File: config.mk
export PLATFORM = sky130hd
export DESIGN_NAME = multicore_mem_arbiter
export DESIGN_NICKNAME = d
export VERILOG_FILES = /design/src/rtl/multicore_mem_arbiter_pkg.sv /design/src/rtl/multicore_mem_arbiter_rr_arbiter.sv /design/src/rtl/multicore_mem_arbiter.sv
export SDC_FILE = /design/constraint.sdc
export NUM_CORES = 1
export LEC_CHECK = 0
export ABC_AREA = 1
export CELL_PAD_IN_SITES_DETAIL_PLACEMENT = 2
export CELL_PAD_IN_SITES_GLOBAL_PLACEMENT = 2
export CORE_UTILIZATION = 13
export CTS_BUF_LIST = sky130_fd_sc_hd__clkbuf_8
export CTS_CLUSTER_SIZE = 30
export DETAILED_ROUTE_END_ITERATION = 6
export PLACE_DENSITY = 0.9
export SLEW_MARGIN = 20
export SYNTH_ARGS = -nofsm -noshare
export SYNTH_HDL_FRONTEND = slang
export SYNTH_SLANG_ARGS = --single-unit
export TNS_END_PERCENT = 30
File: constraint.sdc
create_clock -name clk -period 2.4 [get_ports clk]
set_input_delay 0.36 -clock clk [delete_from_list [all_inputs] [get_ports clk]]
set_output_delay 0.36 -clock clk [all_outputs]
set_load 0.01 [all_outputs]
File: src/rtl/multicore_mem_arbiter_pkg.sv
// Shared types and helpers for the multicore data-memory arbiter.
package multicore_mem_arbiter_pkg;

  typedef enum logic [1:0] {
    IDLE  = 2'd0,
    START = 2'd1,
    RUN   = 2'd2,
    DONE  = 2'd3
  } state_t;

  localparam int MAX_CORES = 16;

  // Width of a core index / round-robin pointer; never below one bit.
  function automatic int ptrWidth(input int n);
    return (n > 1) ? $clog2(n) : 1;
  endfunction

endpackage

File: src/rtl/multicore_mem_arbiter_rr_arbiter.sv
// Round-robin arbiter: one-hot grant starting the scan just above the last winner.
module rr_arbiter
  import multicore_mem_arbiter_pkg::*;
#(
  parameter int N  = 4,
  parameter int IW = ptrWidth(N)
) (
  input  logic          clk,
  input  logic          rstN,
  input  logic [N-1:0]  req,
  input  logic          en,
  output logic [N-1:0]  gnt,
  output logic [IW-1:0] idx
);

  logic [IW-1:0] ptr;
  logic          hit;

  // First pass takes cores above the pointer, second pass wraps to the bottom.
  always_comb begin
    gnt = '0;
    idx = '0;
    hit = 1'b0;
    for (int i = 0; i < N; i++) begin
      if (!hit && req[i] && (i > int'(ptr))) begin
        hit    = 1'b1;
        gnt[i] = 1'b1;
        idx    = IW'(i);
      end
    end
    for (int i = 0; i < N; i++) begin
      if (!hit && req[i]) begin
        hit    = 1'b1;
        gnt[i] = 1'b1;
        idx    = IW'(i);
      end
    end
    if (!en) begin
      gnt = '0;
      idx = '0;
    end
  end

  always_ff @(posedge clk or negedge rstN) begin
    if (!rstN) begin
      ptr <= IW'(N - 1);
    end else if (|gnt) begin
      ptr <= idx;
    end
  end

endmodule

File: src/rtl/multicore_mem_arbiter.sv
// Start broadcast, round-robin data-memory arbitration and completion collection for a core array.
//
// state | meaning
// IDLE  | ready, waiting for start
// START | one-cycle start pulse to all cores, sticky done cleared
// RUN   | cores arbitrated onto memory, done bits collected
// DONE  | all cores finished, ready for a new start
module multicore_mem_arbiter
  import multicore_mem_arbiter_pkg::*;
#(
  parameter int NUM_CORES           = 4,
  parameter int REG_WIDTH           = 12,
  parameter int DATA_MEM_ADDR_WIDTH = 12
) (
  input  logic                                     clk,
  input  logic                                     rstN,
  input  logic                                     start,
  input  logic [NUM_CORES-1:0]                     coreReq,
  input  logic [NUM_CORES-1:0]                     coreWrEn,
  input  logic [NUM_CORES*DATA_MEM_ADDR_WIDTH-1:0] coreAddr,
  input  logic [NUM_CORES*REG_WIDTH-1:0]           coreDataOut,
  input  logic [NUM_CORES-1:0]                     coreDone,
  input  logic [REG_WIDTH-1:0]                     memDataOut,
  output logic [NUM_CORES-1:0]                     coreStart,
  output logic [NUM_CORES-1:0]                     coreGnt,
  output logic [NUM_CORES-1:0]                     coreRdValid,
  output logic [REG_WIDTH-1:0]                     coreDataIn,
  output logic [DATA_MEM_ADDR_WIDTH-1:0]           memAddr,
  output logic [REG_WIDTH-1:0]                     memDataIn,
  output logic                                     memWrEn,
  output logic                                     ready,
  output logic                                     done
);

  localparam int IW = ptrWidth(NUM_CORES);

  state_t               state;
  logic [NUM_CORES-1:0] stickyDone;
  logic [NUM_CORES-1:0] allDone;
  logic [NUM_CORES-1:0] rdValid;
  logic [NUM_CORES-1:0] gnt;
  logic [IW-1:0]        gntIdx;
  logic                 anyGnt;
  logic                 arbEn;

  assign arbEn   = (state == RUN);
  assign anyGnt  = |gnt;
  assign allDone = stickyDone | coreDone;

  rr_arbiter #(
    .N  (NUM_CORES),
    .IW (IW)
  ) uArb (
    .clk  (clk),
    .rstN (rstN),
    .req  (coreReq),
    .en   (arbEn),
    .gnt  (gnt),
    .idx  (gntIdx)
  );

  assign coreGnt     = gnt;
  assign coreRdValid = rdValid;
  assign coreDataIn  = memDataOut;

  always_comb begin
    memAddr   = '0;
    memDataIn = '0;
    memWrEn   = 1'b0;
    for (int i = 0; i < NUM_CORES; i++) begin
      if (gnt[i]) begin
        memAddr   = coreAddr[i*DATA_MEM_ADDR_WIDTH +: DATA_MEM_ADDR_WIDTH];
        memDataIn = coreDataOut[i*REG_WIDTH +: REG_WIDTH];
        memWrEn   = coreWrEn[i];
      end
    end
  end

  // Runs in every state so a read granted on the last RUN cycle still returns.
  always_ff @(posedge clk or negedge rstN) begin
    if (!rstN) begin
      rdValid <= '0;
    end else if (anyGnt && !coreWrEn[gntIdx]) begin
      rdValid <= gnt;
    end else begin
      rdValid <= '0;
    end
  end

  always_ff @(posedge clk or negedge rstN) begin
    if (!rstN) begin
      state      <= IDLE;
      stickyDone <= '0;
      coreStart  <= '0;
      ready      <= 1'b1;
      done       <= 1'b0;
    end else begin
      case (state)
        IDLE: begin
          if (start) begin
            state     <= START;
            coreStart <= '1;
            ready     <= 1'b0;
          end
        end
        START: begin
          state      <= RUN;
          coreStart  <= '0;
          stickyDone <= '0;
        end
        RUN: begin
          stickyDone <= allDone;
          if (&allDone) begin
            state <= DONE;
            done  <= 1'b1;
            ready <= 1'b1;
          end
        end
        DONE: begin
          if (start) begin
            state     <= START;
            coreStart <= '1;
            ready     <= 1'b0;
            done      <= 1'b0;
          end
        end
        default: begin
          state     <= IDLE;
          coreStart <= '0;
          ready     <= 1'b1;
          done      <= 1'b0;
        end
      endcase
    end
  end

endmodule

# Word-level counts from Yosys, hierarchy flattened
# Cells that the tools add are included.
# word_totals
ff_bits,18
latch_bits,0
mem_bits_rw,0
rom_bits,0
in_bits,123
output_inout_bits,51
word_cells,93
mem_count,0
# classes
n_addsub,0
multipliers,0
div_mod_pow,0
magnitude_cmp,4
n_eq_ne,6
n_shift,0
mux,46
bitwise,1
n_reduce_logical,29
# op_table
op,count
$mux W12,8
$mux W1,20
$mux W2,9
$pmux W4 S2,2
$mux W4,3
$logic_and A1 B1 Y1,10
$reduce_bool A2 Y1,4
$logic_not A1 Y1,7
$pmux W2 S3,1
$reduce_and A3 Y1,2
$eq A2 B2 Y1 const B,2
$gt A2 B2 Y1 const A,2
$ne A2 B2 Y1 const B,2
$or A4 B4 Y4,1
$pmux W1 S2,2
$reduce_and A2 Y1,2
$reduce_and A4 Y1,1
$reduce_or A4 Y1,1
$lt A2 B3 Y1 const B,1
$bmux W1 S2,1
$eq A2 B1 Y1 const B,1
$gt A1 B2 Y1 const A,1
$logic_not A2 Y1,1
$ne A2 B1 Y1 const B,1
$reduce_or A2 Y1,1

# Depth between registers and ports, before layout
# depth
ltp_word,29
mapped_depth,11
mapped_depth_nobuf,11

# Hierarchy
# Synthesis repeated with hierarchy kept, for this count alone.
# unflattened
hier_cells,260
area_unflattened_um2,1627.8
# by_module_without_submodules
mod,n_inst,cells_each,area_per_inst_um2,seq_area_each_um2
multicore_mem_arbiter,1,216,1382.6,326.6
rr_arbiter,1,44,245.2,52.6

# Least setup slack after synthesis
# No wires, ideal clock.
# synth_timing
path_type,register to output
start,register state[0]
end,output memAddr[6]
arrival_time_ns,1.559
required_ns,2.040
slack_ns,0.481
path_stages_with_launch,9
path_buffers,2
path_cell_list,dfrtp_1 inv_1 ha_1 buf_6 nand2_1 nor2_2 buf_2 nand2_1 nand4_1
# synth_between
elab_chain_len,6
# synth_lines
element,line,rtl
"start, declared",multicore_mem_arbiter.sv:37,state_t state;
"start signal, assigned",multicore_mem_arbiter.sv:92,state <= IDLE;
"start signal, assigned",multicore_mem_arbiter.sv:101,state <= START;
"start signal, assigned",multicore_mem_arbiter.sv:107,state <= RUN;
$eq A2 B2 Y1,multicore_mem_arbiter.sv:46,assign arbEn = (state == RUN);
$mux W4,multicore_mem_arbiter_rr_arbiter.sv:38,if (!en) begin
net coreGnt[0],multicore_mem_arbiter.sv:25,"output logic [NUM_CORES-1:0] coreGnt,"
$mux W12 (4 in a row),multicore_mem_arbiter.sv:71,if (gnt[i]) begin
"end, declared",multicore_mem_arbiter.sv:28,"output logic [DATA_MEM_ADDR_WIDTH-1:0] memAddr,"
# The timed path passes the listed nets, and every way through them passes these cells.

# Final worst setup path
# layout_timing
start,register uArb.ptr[1]
end,output memDataIn[6]
# layout_between
elab_chain_len,25
elab_cells_between_ends,35
classes_between,order compare: 3; mux: 17; reduce/logical: 15
# layout_lines
element,line,rtl
"start, declared",multicore_mem_arbiter_rr_arbiter.sv:16,logic [IW-1:0] ptr;
"start signal, assigned",multicore_mem_arbiter_rr_arbiter.sv:46,ptr <= IW'(N - 1);
"start signal, assigned",multicore_mem_arbiter_rr_arbiter.sv:48,ptr <= idx;
$gt A1 B2 Y1,multicore_mem_arbiter_rr_arbiter.sv:25,if (!hit && req[i] && (i > int'(ptr))) begin
$logic_and A1 B1 Y1,multicore_mem_arbiter_rr_arbiter.sv:25,
$mux W1,multicore_mem_arbiter_rr_arbiter.sv:25,
$logic_not A1 Y1,multicore_mem_arbiter_rr_arbiter.sv:25,
$logic_and A1 B1 Y1 (2 in a row),multicore_mem_arbiter_rr_arbiter.sv:25,
$mux W1,multicore_mem_arbiter_rr_arbiter.sv:25,
$logic_not A1 Y1,multicore_mem_arbiter_rr_arbiter.sv:25,
$logic_and A1 B1 Y1 (2 in a row),multicore_mem_arbiter_rr_arbiter.sv:25,
[... 7 more ...],-,
$logic_not A1 Y1,multicore_mem_arbiter_rr_arbiter.sv:32,if (!hit && req[i]) begin
$logic_and A1 B1 Y1,multicore_mem_arbiter_rr_arbiter.sv:32,
$mux W1,multicore_mem_arbiter_rr_arbiter.sv:32,
$logic_not A1 Y1,multicore_mem_arbiter_rr_arbiter.sv:32,
$logic_and A1 B1 Y1,multicore_mem_arbiter_rr_arbiter.sv:32,
$mux W1,multicore_mem_arbiter_rr_arbiter.sv:32,
$mux W4 *,multicore_mem_arbiter_rr_arbiter.sv:38,
$mux W12 *,multicore_mem_arbiter.sv:71,
"end, declared",multicore_mem_arbiter.sv:29,"output logic [REG_WIDTH-1:0] memDataIn,"
# Mark *: on every way between the ends. The rest lies on a longest branch, timed or not.

==> flow_summary.json <==
{
  "status": "finished, violations left",
  "violations": "negative setup slack",
  "rsz0062_at_grt": "yes",
  "fmax_ghz": 0.411,
  "regArea_um2": 379,
  "r2r_cells": 12,
  "cts_root_buf": "clkbuf_8",
  "max-cap-violations": 0,
  "ios": 174,
  "design_area_mm2": 0.00362,
  "avgSynthCellArea_um2": 6.44,
  "fill_cells": 1437,
  "hold_viol_final": 0,
  "period_needed_ns": 2.43,
  "synth_seq_cells": 15,
  "dp_hpwl_um": 7640,
  "insertion_delay_ns": 0.25,
  "vias": 2437,
  "min_period_over_period_pct": 101,
  "grt_antenna_before_repair": 0,
  "vias_per_cell": 4.12,
  "synth-edff-count": 0,
  "power_leakage_nw": 1.62,
  "cp.required_ns": 2.04,
  "grt_pass1_wl_um": 14400,
  "post_drt_wl_per_cell_um": 17.7,
  "dp_slack_ns": -0.479,
  "ys_types": 32,
  "overflow": 0,
  "setup.worst_path.end_class": "primary output",
  "layout.nets": 552,
  "drive_gt1_share_pct": 29.5,
  "critPathLaunchType": "flip-flop",
  "drt-pass1-iter-count": 4,
  "dieArea_mm2": 0.0132,
  "async_reset_ff_share_pct": 100,
  "crit_type": "reg2out",
  "fin_worst_skew_ns": 0.00187,
  "drtIter0Drc": 76,
  "start_util_pct": 13.6,
  "crit_arrival_ns": 2.07,
  "yosysMostFrequentCell": "nand2_1",
  "insertedDiodeCount": 0,
  "dpl-instance-area_mm2": 0.00331,
  "synth_area_leader_cell": "nand2_1",
  "worst_pin_slew_ns": 0.716,
  "io_buffers": 149,
  "yosysSeqAreaShare_pct": 22.9,
  "synth_top_flop_cell": "dfrtp_1",
  "ir_drop_v": 0.000312,
  "path_max_fanout": 5,
  "cts_tree": "yes",
  "yosysTopAreaCellShare_pct": 24.3,
  "grt_max_degree": 26,
  "multiInputGateArea_mm2": 0.00111,
  "ctsHoldBuffers": 0,
  "syn_nets": 384,
  "numCtsBuffers": 3,
  "postSynthCellCount": 257,
  "cts_buffer_depth": 2,
  "netlist_area_mm2": 0.00166,
  "core_mm2": 0.0122,
  "fin_cells": 592,
  "swShare_pct": 46.8,
  "dp_cells": 569,
  "setup_viol": 7,
  "fin_ws_ns": -0.0316,
  "switchingPower_mw": 1.23,
  "p_clk_share_pct": 8.3,
  "seqPwrFrac_pct": 17.0,
  "maxSlewViolCount": 0,
  "die_y_um": 115,
  "p_comb_share_pct": 74.7,
  "finalPower_mw": 2.62,
  "die_w_um": 115,
  "gp_congestion": 0.803,
  "yosys-top-cells-count": "107 x nand2_1, 26 x nand4_1, 16 x inv_1",
  "worstHoldPathType": "in2async",
  "row_count": 40,
  "antenna_left": 0,
  "grtUsageTotal_pct": 14.1,
  "clkSlewWorstSetupHoldPaths_ns": 0.07,
  "syn_to_final_growth_pct": 119,
  "power_density_mw_per_mm2": 723,
  "clock-sinks": 15,
  "ys_warn_count": 0,
  "wirelength_um": 10500,
  "synthTopCellsByArea": "nand2_1 24%, dfrtp_1 18%, nand4_1 9.8%",
  "htree_num_levels": 1,
  "grt_pass1_vias": 2753,
  "slew_headroom_pct": 52.1,
  "drc": 0,
  "p_int_mw": 1.39
}
[layout by cell type, fill, tap and decap left out, drive strengths merged]
cell | netlist | final
o22ai | 1 | 1
nand3 | 8 | 8
nor2 | 15 | 15
buf | 24 | 60
nor3 | 3 | 3
a2bb2oi | 1 | 1
bufinv | 1 | 1
nand2 | 121 | 121
dfstp | 3 | 3
nand4 | 27 | 27
ha | 4 | 4
dfrtp | 12 | 12
nand3b | 1 | 1
o21bai | 1 | 1
dlygate4sd2 | 0 | 1
a21oi | 4 | 4
o21a | 1 | 1
clkbuf | 0 | 6
clkdlybuf4s50 | 0 | 120
o21ai | 11 | 11
clkinv | 1 | 3
inv | 18 | 19
clkdlybuf4s15 | 0 | 1
[critical path, cell delays in order, from the launching register on]
cell     delay (ns)
dfstp_2        0.58
nand2_2        0.08
nand2_4        0.09
nand3_4        0.08
nor2_4         0.15
nand4_4        0.10
nand2_4        0.11
nand2_8        0.11
inv_12         0.10
buf_8          0.11
nand2_1        0.05
nand4_1        0.10
buf_2          0.14
[cell type report]
type	count	area share (%)
tap	168	5.80
clock inverter	1	0.138
clock buffer	3	1.14
timing repair inverter	2	0.690
multi-input combinational	198	30.8
timing repair buffer	185	47.9
inverter	20	3.14
sequential	15	10.5
[sequential cells by signal, indices dropped and copies added, names as in the netlist]
| signal | cells |
|---|---|
| coreRdValid | 4 |
| stickyDone | 4 |
| state | 2 |
| uArb.ptr | 2 |
| coreStart | 1 |
| done | 1 |
| ready | 1 |
[kinds of logic (layout without fill, tap and decap cells)]
kind of cell	after synthesis	in the layout	synth area share, %
AND/OR/NAND/NOR	175	175	48.8
buffers and inverters	44	211	18.7
AO/OA/AOI/OAI	19	19	6.58
flip-flops	15	15	22.9
adder cells (fa/ha/maj)	4	4	3.02
[per-layer routing]
metal  GRT usage [%]  share of wire (%)  vias to the layer above
met5               0                  0                        -
met4            3.12                1.3                        0
met3            2.74                6.4                       15
met2            28.6                 56                       91
met1            14.6                 36                     1174
li1                -                  -                     1157
[worst paths after layout]
check,from,end,slack [ns]
worst max register to register,uArb.ptr[1]$_DFFE_PN1P_,coreRdValid[0]$_DFF_PN0_,0.46
min in group clk,stickyDone[1]$_DFFE_PN0P_,stickyDone[1]$_DFFE_PN0P_,0.54
max in group asynchronous,rstN,coreRdValid[2]$_DFF_PN0_,1.42
worst min-delay path,rstN,coreRdValid[3]$_DFF_PN0_,0.53
worst max-delay path,uArb.ptr[1]$_DFFE_PN1P_,memDataIn[6],-0.03
worst min register to register,stickyDone[1]$_DFFE_PN0P_,stickyDone[1]$_DFFE_PN0P_,0.54
[power groups by stage]
stage | Clock [mW] | Combinational, mW | Sequential [mW]
2_1_floorplan | 0 | 0.881 | 0.437
3_3_place_gp | 0 | 1.70 | 0.429
3_5_place_dp | 0 | 1.78 | 0.437
4_1_cts | 0.224 | 1.77 | 0.436
5_1_grt | 0.238 | 2.12 | 0.457
6_report | 0.217 | 1.96 | 0.446
[repair_timing]
item	CTS	global route
pin swaps	0	29
setup endpoints to repair	29	27
cloned	2	3
setup buffers	5	9
hold endpoints to repair	0	0
resized for setup	117	52
[through the flow]
step	setup TNS [ns]	hold WS, ns	util [%]
after CTS	-1.07	0.539	27.6
final	-0.0964	0.531	29.7
after detailed placement	-10.91	0.508	27.1
after global routing	-2.53	0.576	29.7
after global placement	-7.58	0.502	27.1
after floorplan	0	0.0644	-
Power figures use the tool's default switching activity.
